===== config.mk =====
export PLATFORM = sky130hd
export DESIGN_NAME = scr1_dmem_tcm_router
export DESIGN_NICKNAME = d
export VERILOG_FILES = /design/src/rtl/scr1_dmem_tcm_router_pkg.sv /design/src/rtl/scr1_dmem_tcm_router.sv
export SDC_FILE = /design/constraint.sdc
export NUM_CORES = 1
export LEC_CHECK = 0
export CAP_MARGIN = 20
export CELL_PAD_IN_SITES_DETAIL_PLACEMENT = 0
export CELL_PAD_IN_SITES_GLOBAL_PLACEMENT = 2
export CORE_MARGIN = 8
export CORE_UTILIZATION = 10
export CTS_BUF_LIST = sky130_fd_sc_hd__clkbuf_8 sky130_fd_sc_hd__clkbuf_16
export DETAILED_ROUTE_END_ITERATION = 10
export GPL_TIMING_DRIVEN = 0
export MAX_ROUTING_LAYER = met4
export PLACE_DENSITY_LB_ADDON = 0.1
export SYNTH_ARGS = -nofsm -noshare
export SYNTH_HDL_FRONTEND = slang
export SYNTH_SLANG_ARGS = --single-unit

===== constraint.sdc =====
create_clock -name clk -period 1.88 [get_ports clk]
set_clock_uncertainty 0.2 [all_clocks]
set_input_delay 0.376 -clock clk [delete_from_list [all_inputs] [get_ports clk]]
set_output_delay 0.376 -clock clk [all_outputs]
set_load 0.02 [all_outputs]

===== src/rtl/scr1_dmem_tcm_router_pkg.sv =====
// rtl/scr1_dmem_tcm_router_pkg.sv - memory interface types, arch constants and router enums
package scr1_dmem_tcm_router_pkg;

  // Data memory bus geometry
  localparam int SCR1_DMEM_AWIDTH = 32;
  localparam int SCR1_DMEM_DWIDTH = 64;

  // Default TCM window in the data address map
  localparam logic [SCR1_DMEM_AWIDTH-1:0] SCR1_DMEM_TCM_ADDR_MASK    = 32'hFFFF0000;
  localparam logic [SCR1_DMEM_AWIDTH-1:0] SCR1_DMEM_TCM_ADDR_PATTERN = 32'h00480000;

  typedef enum logic {
    SCR1_MEM_CMD_RD = 1'b0,
    SCR1_MEM_CMD_WR = 1'b1
  } type_scr1_mem_cmd_e;

  typedef enum logic [1:0] {
    SCR1_MEM_WIDTH_BYTE  = 2'b00,
    SCR1_MEM_WIDTH_HWORD = 2'b01,
    SCR1_MEM_WIDTH_WORD  = 2'b10,
    SCR1_MEM_WIDTH_DWORD = 2'b11
  } type_scr1_mem_width_e;

  typedef enum logic [1:0] {
    SCR1_MEM_RESP_NOTRDY = 2'b00,
    SCR1_MEM_RESP_RDY_OK = 2'b01,
    SCR1_MEM_RESP_RDY_ER = 2'b10
  } type_scr1_mem_resp_e;

  // Router transaction state
  typedef enum logic [1:0] {
    IDLE  = 2'b00,
    WAIT  = 2'b01,
    DRAIN = 2'b10
  } type_scr1_dmem_rtr_fsm_e;

  // Target owning the outstanding transaction
  typedef enum logic {
    TCM = 1'b0,
    EXT = 1'b1
  } type_scr1_dmem_rtr_sel_e;

endpackage


===== src/rtl/scr1_dmem_tcm_router.sv =====
// rtl/scr1_dmem_tcm_router.sv - routes core data accesses to TCM or external bridge with ext watchdog
module scr1_dmem_tcm_router
  import scr1_dmem_tcm_router_pkg::*;
#(
  parameter logic [SCR1_DMEM_AWIDTH-1:0] TCM_ADDR_MASK    = SCR1_DMEM_TCM_ADDR_MASK,
  parameter logic [SCR1_DMEM_AWIDTH-1:0] TCM_ADDR_PATTERN = SCR1_DMEM_TCM_ADDR_PATTERN,
  parameter int                          EXT_TIMEOUT      = 256
) (
  input  logic                          clk,
  input  logic                          rst_n,
  // core side
  output logic                          dmem_req_ack,
  input  logic                          dmem_req,
  input  type_scr1_mem_cmd_e            dmem_cmd,
  input  type_scr1_mem_width_e          dmem_width,
  input  logic [SCR1_DMEM_AWIDTH-1:0]   dmem_addr,
  input  logic [SCR1_DMEM_DWIDTH-1:0]   dmem_wdata,
  output logic [SCR1_DMEM_DWIDTH-1:0]   dmem_rdata,
  output type_scr1_mem_resp_e           dmem_resp,
  // TCM target
  input  logic                          tcm_req_ack,
  output logic                          tcm_req,
  output type_scr1_mem_cmd_e            tcm_cmd,
  output type_scr1_mem_width_e          tcm_width,
  output logic [SCR1_DMEM_AWIDTH-1:0]   tcm_addr,
  output logic [SCR1_DMEM_DWIDTH-1:0]   tcm_wdata,
  input  logic [SCR1_DMEM_DWIDTH-1:0]   tcm_rdata,
  input  type_scr1_mem_resp_e           tcm_resp,
  // external memory bridge
  input  logic                          ext_req_ack,
  output logic                          ext_req,
  output type_scr1_mem_cmd_e            ext_cmd,
  output type_scr1_mem_width_e          ext_width,
  output logic [SCR1_DMEM_AWIDTH-1:0]   ext_addr,
  output logic [SCR1_DMEM_DWIDTH-1:0]   ext_wdata,
  input  logic [SCR1_DMEM_DWIDTH-1:0]   ext_rdata,
  input  type_scr1_mem_resp_e           ext_resp
);

  localparam int              CNT_W   = (EXT_TIMEOUT > 2) ? $clog2(EXT_TIMEOUT) : 1;
  localparam logic [CNT_W-1:0] CNT_MAX = CNT_W'(EXT_TIMEOUT - 1);

  type_scr1_dmem_rtr_fsm_e     fsm;
  type_scr1_dmem_rtr_sel_e     sel_r;
  logic [CNT_W-1:0]            cnt;

  logic                        hit_tcm;
  type_scr1_dmem_rtr_sel_e     sel_new;
  type_scr1_mem_resp_e         sel_resp;
  logic [SCR1_DMEM_DWIDTH-1:0] sel_rdata;
  logic                        resp_done;
  logic                        timeout;
  logic                        can_accept;
  logic                        accept;

  assign hit_tcm   = ((dmem_addr & TCM_ADDR_MASK) == TCM_ADDR_PATTERN);
  assign sel_new   = hit_tcm ? TCM : EXT;
  assign sel_resp  = (sel_r == TCM) ? tcm_resp  : ext_resp;
  assign sel_rdata = (sel_r == TCM) ? tcm_rdata : ext_rdata;
  assign resp_done = (sel_resp != SCR1_MEM_RESP_NOTRDY);

  // Watchdog fires only while an ext access is still silent at the last allowed cycle
  assign timeout = (fsm == WAIT) && (sel_r == EXT) &&
                   (ext_resp == SCR1_MEM_RESP_NOTRDY) && (cnt == CNT_MAX);

  // rst_n gating keeps target requests and the ack quiet while reset is held
  assign can_accept = rst_n && ((fsm == IDLE) || ((fsm == WAIT) && resp_done));

  assign tcm_req      = dmem_req & can_accept & hit_tcm;
  assign ext_req      = dmem_req & can_accept & ~hit_tcm;
  assign dmem_req_ack = can_accept & (hit_tcm ? tcm_req_ack : ext_req_ack);
  assign accept       = dmem_req & dmem_req_ack;

  assign tcm_cmd   = dmem_cmd;
  assign tcm_width = dmem_width;
  assign tcm_addr  = dmem_addr;
  assign tcm_wdata = dmem_wdata;
  assign ext_cmd   = dmem_cmd;
  assign ext_width = dmem_width;
  assign ext_addr  = dmem_addr;
  assign ext_wdata = dmem_wdata;

  // Core response mux: only WAIT forwards a target response, timeout overrides with an error
  always_comb begin
    dmem_resp  = SCR1_MEM_RESP_NOTRDY;
    dmem_rdata = '0;
    if (fsm == WAIT) begin
      if (timeout) begin
        dmem_resp  = SCR1_MEM_RESP_RDY_ER;
        dmem_rdata = '0;
      end else begin
        dmem_resp  = sel_resp;
        dmem_rdata = sel_rdata;
      end
    end
  end

  // Transaction tracker: one outstanding access, back-to-back reload, watchdog and drain
  always_ff @(posedge clk or negedge rst_n) begin
    if (!rst_n) begin
      fsm   <= IDLE;
      sel_r <= TCM;
      cnt   <= '0;
    end else begin
      case (fsm)
        IDLE: begin
          if (accept) begin
            fsm   <= WAIT;
            sel_r <= sel_new;
            cnt   <= '0;
          end
        end
        WAIT: begin
          if (timeout) begin
            fsm <= DRAIN;
          end else if (resp_done) begin
            if (accept) begin
              sel_r <= sel_new;
              cnt   <= '0;
            end else begin
              fsm <= IDLE;
            end
          end else if (sel_r == EXT) begin
            cnt <= cnt + CNT_W'(1);
          end
        end
        DRAIN: begin
          // The hung access eventually answers; swallow that one response
          if (ext_resp != SCR1_MEM_RESP_NOTRDY) begin
            fsm <= IDLE;
          end
        end
        default: fsm <= IDLE;
      endcase
    end
  end

endmodule

==> results of run 1 <==
==> synth_stat cells (all sizes together) <==
master	count
dfrtp	11
a211oi	1
buf	214
and2b	1
inv	4
xnor2	1
nand2b	3
nor2	67
o22ai	2
a211o	1
o221ai	1
and3	2
o211a	1
nand4b	2
nand4	3
nor2b	1
or4bb	1
nand2	11
o2111ai	1
nor4b	3
o21ai	14
or4	2
nor3	1
or4b	1
o32a	1
nor3b	2
clkbuf	1
mux2i	68
ha	1
a21oi	2
and4	2
a31o	1
nor4	2
nand3	3
or3	4
or2	1
o211ai	2
==> per-stage QoR <==
stage | hold WS [ps] | instances | setup TNS, ps
6_report | 214 | 1342 | -36350
3_5_place_dp | 392 | 1300 | -125530
5_1_grt | 224 | 1342 | -39690
3_3_place_gp | 388 | 1300 | -131450
4_1_cts | 304 | 1332 | -42430
2_1_floorplan | -120 | 439 | -7920
==> power by group <==
group | internal, µW | switching [µW] | total (µW)
Combinational | 1150 | 827 | 1980
Clock | 280 | 116 | 397
Sequential | 244 | 5.11 | 250
Total | 1680 | 948 | 2630
==> cell families (layout without fill, tap and decap cells) <==
family                   after synthesis  count (layout)  share of synthesized area (%)
flip-flops                            11              11                           8.31
adder cells (fa/ha/maj)                1               1                          0.378
AO/OA/AOI/OAI                         27              27                           5.29
AND/OR/NAND/NOR                      112             112                           17.0
XOR/XNOR                               1               1                          0.264
multiplexers                          68              69                           20.9
other                                  0               1                              0
buffers and inverters                219             678                           47.8
==> sequential cells by signal (all words and copies together) (netlist names) <==
signal,flops
cnt,8
fsm,2
sel_r,1
==> area by class of cell <==
cell class                 count  area [µm²]
fill                        3462       23300
timing repair buffer         459        4660
multi-input combinational    210        2120
buffer                       211        1660
tap                          442         553
sequential                    11         277
clock buffer                   3        75.1
inverter                       4        15.0
clock inverter                 1        3.75
antenna                        1        2.50
==> per-layer routing <==
layer / GRT usage, % / routed length, µm / up-vias
li1: - / - / 2191
met1: 11.3 / 8440 / 1986
met2: 22.0 / 13000 / 247
met3: 3.92 / 2330 / 4
met4: 1.16 / 108 / 0
met5: - / 0 / -
==> path summary, 6_finish.rpt <==
check                                      to  cells after the start
max                            dmem_rdata[12]                      7
min in group asynchronous  fsm[0]$_DFFE_PN0P_                      2
min reg2reg                fsm[1]$_DFFE_PN0P_                      2
max in group asynchronous  fsm[1]$_DFFE_PN0P_                      2
min                        fsm[1]$_DFFE_PN0P_                      2
max reg2reg                fsm[0]$_DFFE_PN0P_                      6
==> repair_timing <==
action / 4_1_cts / 5_1_grt
buffers inserted: 19 / 20
endpoints found under the hold margin: 11 / 0
hold buffers: 1 / 0
pin swaps: 14 / 21
gates resized for setup: 557 / 22
cloned: 8 / 0
endpoints found under the setup margin: 111 / 80
==> impl_metrics.yaml, run 1 <==
detailed_routing:
  dr.pass1.iters: 4
  wire_per_inst_um: 17.8
  vias_per_cell: 3.30
  drtIter0Drc: 42
  wirelength_um: 23900
  drc_errors: 0
  vias: 4428
  ant_nets: 0
place:
  routabilityCongestion: 0.714
  pre_cts_ws_ps: -1600
  placedInstanceArea_mm2: 0.00868
  portBuffers: 419
  place_hpwl_um: 21000
critical_path:
  start_kind: "flip-flop"
  arrival_ps: 1860
  crit_required_ps: 1300
  rrSetupSlack_ps: -200
  path_cells: "nor4b_4 > nand4_1 > nand2_4 > buf_12 > buf_16 > nor2_4 > buf_6"
  end_kind: "output pin"
  crit_type: "flip-flop to output pin"
  cp_max_fo: 8
  cp_top_family: "simple AND/OR/NAND/NOR gates"
  critPathLaunch: "fsm[1]$_DFFE_PN0P_"
  crit_slowest_cell: "dfrtp_2"
  timing.rr.start: "sel_r$_DFFE_PN0P_"
  slowest_delay_ps: 420
  crit_buf_inv: 3
cells_and_area:
  fin_util_pct: 28.7
  layout_commonest_cell: "clkdlybuf4s50_1"
  drive_above_1_share_pct: 48.8
  area_growth_syn_to_layout_pct: 183
  mostFrequentLayoutCells: "325 x clkdlybuf4s50_1, 230 x buf_4, 69 x buf_6"
  fin_nets: 1137
  postLayoutCellArea_mm2: 0.00937
synthesis:
  netlist_area_mm2: 0.00331
  synth_fp_nets: 676
  synth_largest_area_cell: "buf_4"
  ys_seq_area_share_pct: 8.31
  synth_cell_types: 45
  ys_warn_count: 0
  synth_top_area_share_pct: 44.9
  synth.area.top_cells: "buf_4 45%, mux2i_1 20%, dfrtp_1 8.3%"
  syn_avg_cell_area_um2: 7.55
  syn-instance-count: 439
  synth_seq_cells: 11
grt:
  antenna_found_initial: 1
  grt_pass1_wl_um: 32700
  grt_pass1_vias: 4786
  grt_max_degree: 12
  grt_usage_pct: 11.4
  grt_remaining_overflow: 0
sta:
  tightest_slew_ps: 622
  fin_ws_ps: -557
  report.final.slew_viol_count: 0
  rsz0062_at_grt: "yes"
  fmax_ghz: 0.410
  period_needed_ps: 2440
  fin_crit_sh_pct: 130
  finalSetupViolations: 79
  hold_viol_final: 0
  maxSlewHeadroom_pct: 58.4
floorplan:
  core_mm2: 0.0326
  num_rows: 66
  pin_count: 503
  die_height_um: 198
  die-width_um: 198
  dieArea_mm2: 0.0392
  start_util_pct: 10.2
worst_hold_path:
  hp-class: "primary input to flip-flop"
  hp-start: "ext_resp[1]"
pwr:
  finalPower_uw: 2630
  max-vdd-ir-drop_uv: 219
  p_leak_uw: 0.00431
  power_density_mw_per_mm2: 280
flow_run:
  max-cap-violations: 0
clock_network:
  cts-root-buf: "clkbuf_16"
  insertion_delay_ps: 240
  numCtsBuffers: 3
  cts_tree: "built"
  clockBufferDepth: 2
  clkTransAtPathRegs_ps: 50
  cts_max_level: 1
  cts.sinks: 11
status:
  status: "finished, violations left"
  violations: "negative setup slack"
Power figures use the tool's default switching activity.
==> inputs of run 2 (changes only) <==
Settings changed: TNS_END_PERCENT set to 100.
==> results of run 2 <==
Final layout, timing and power as in run 1 (identical DEF).
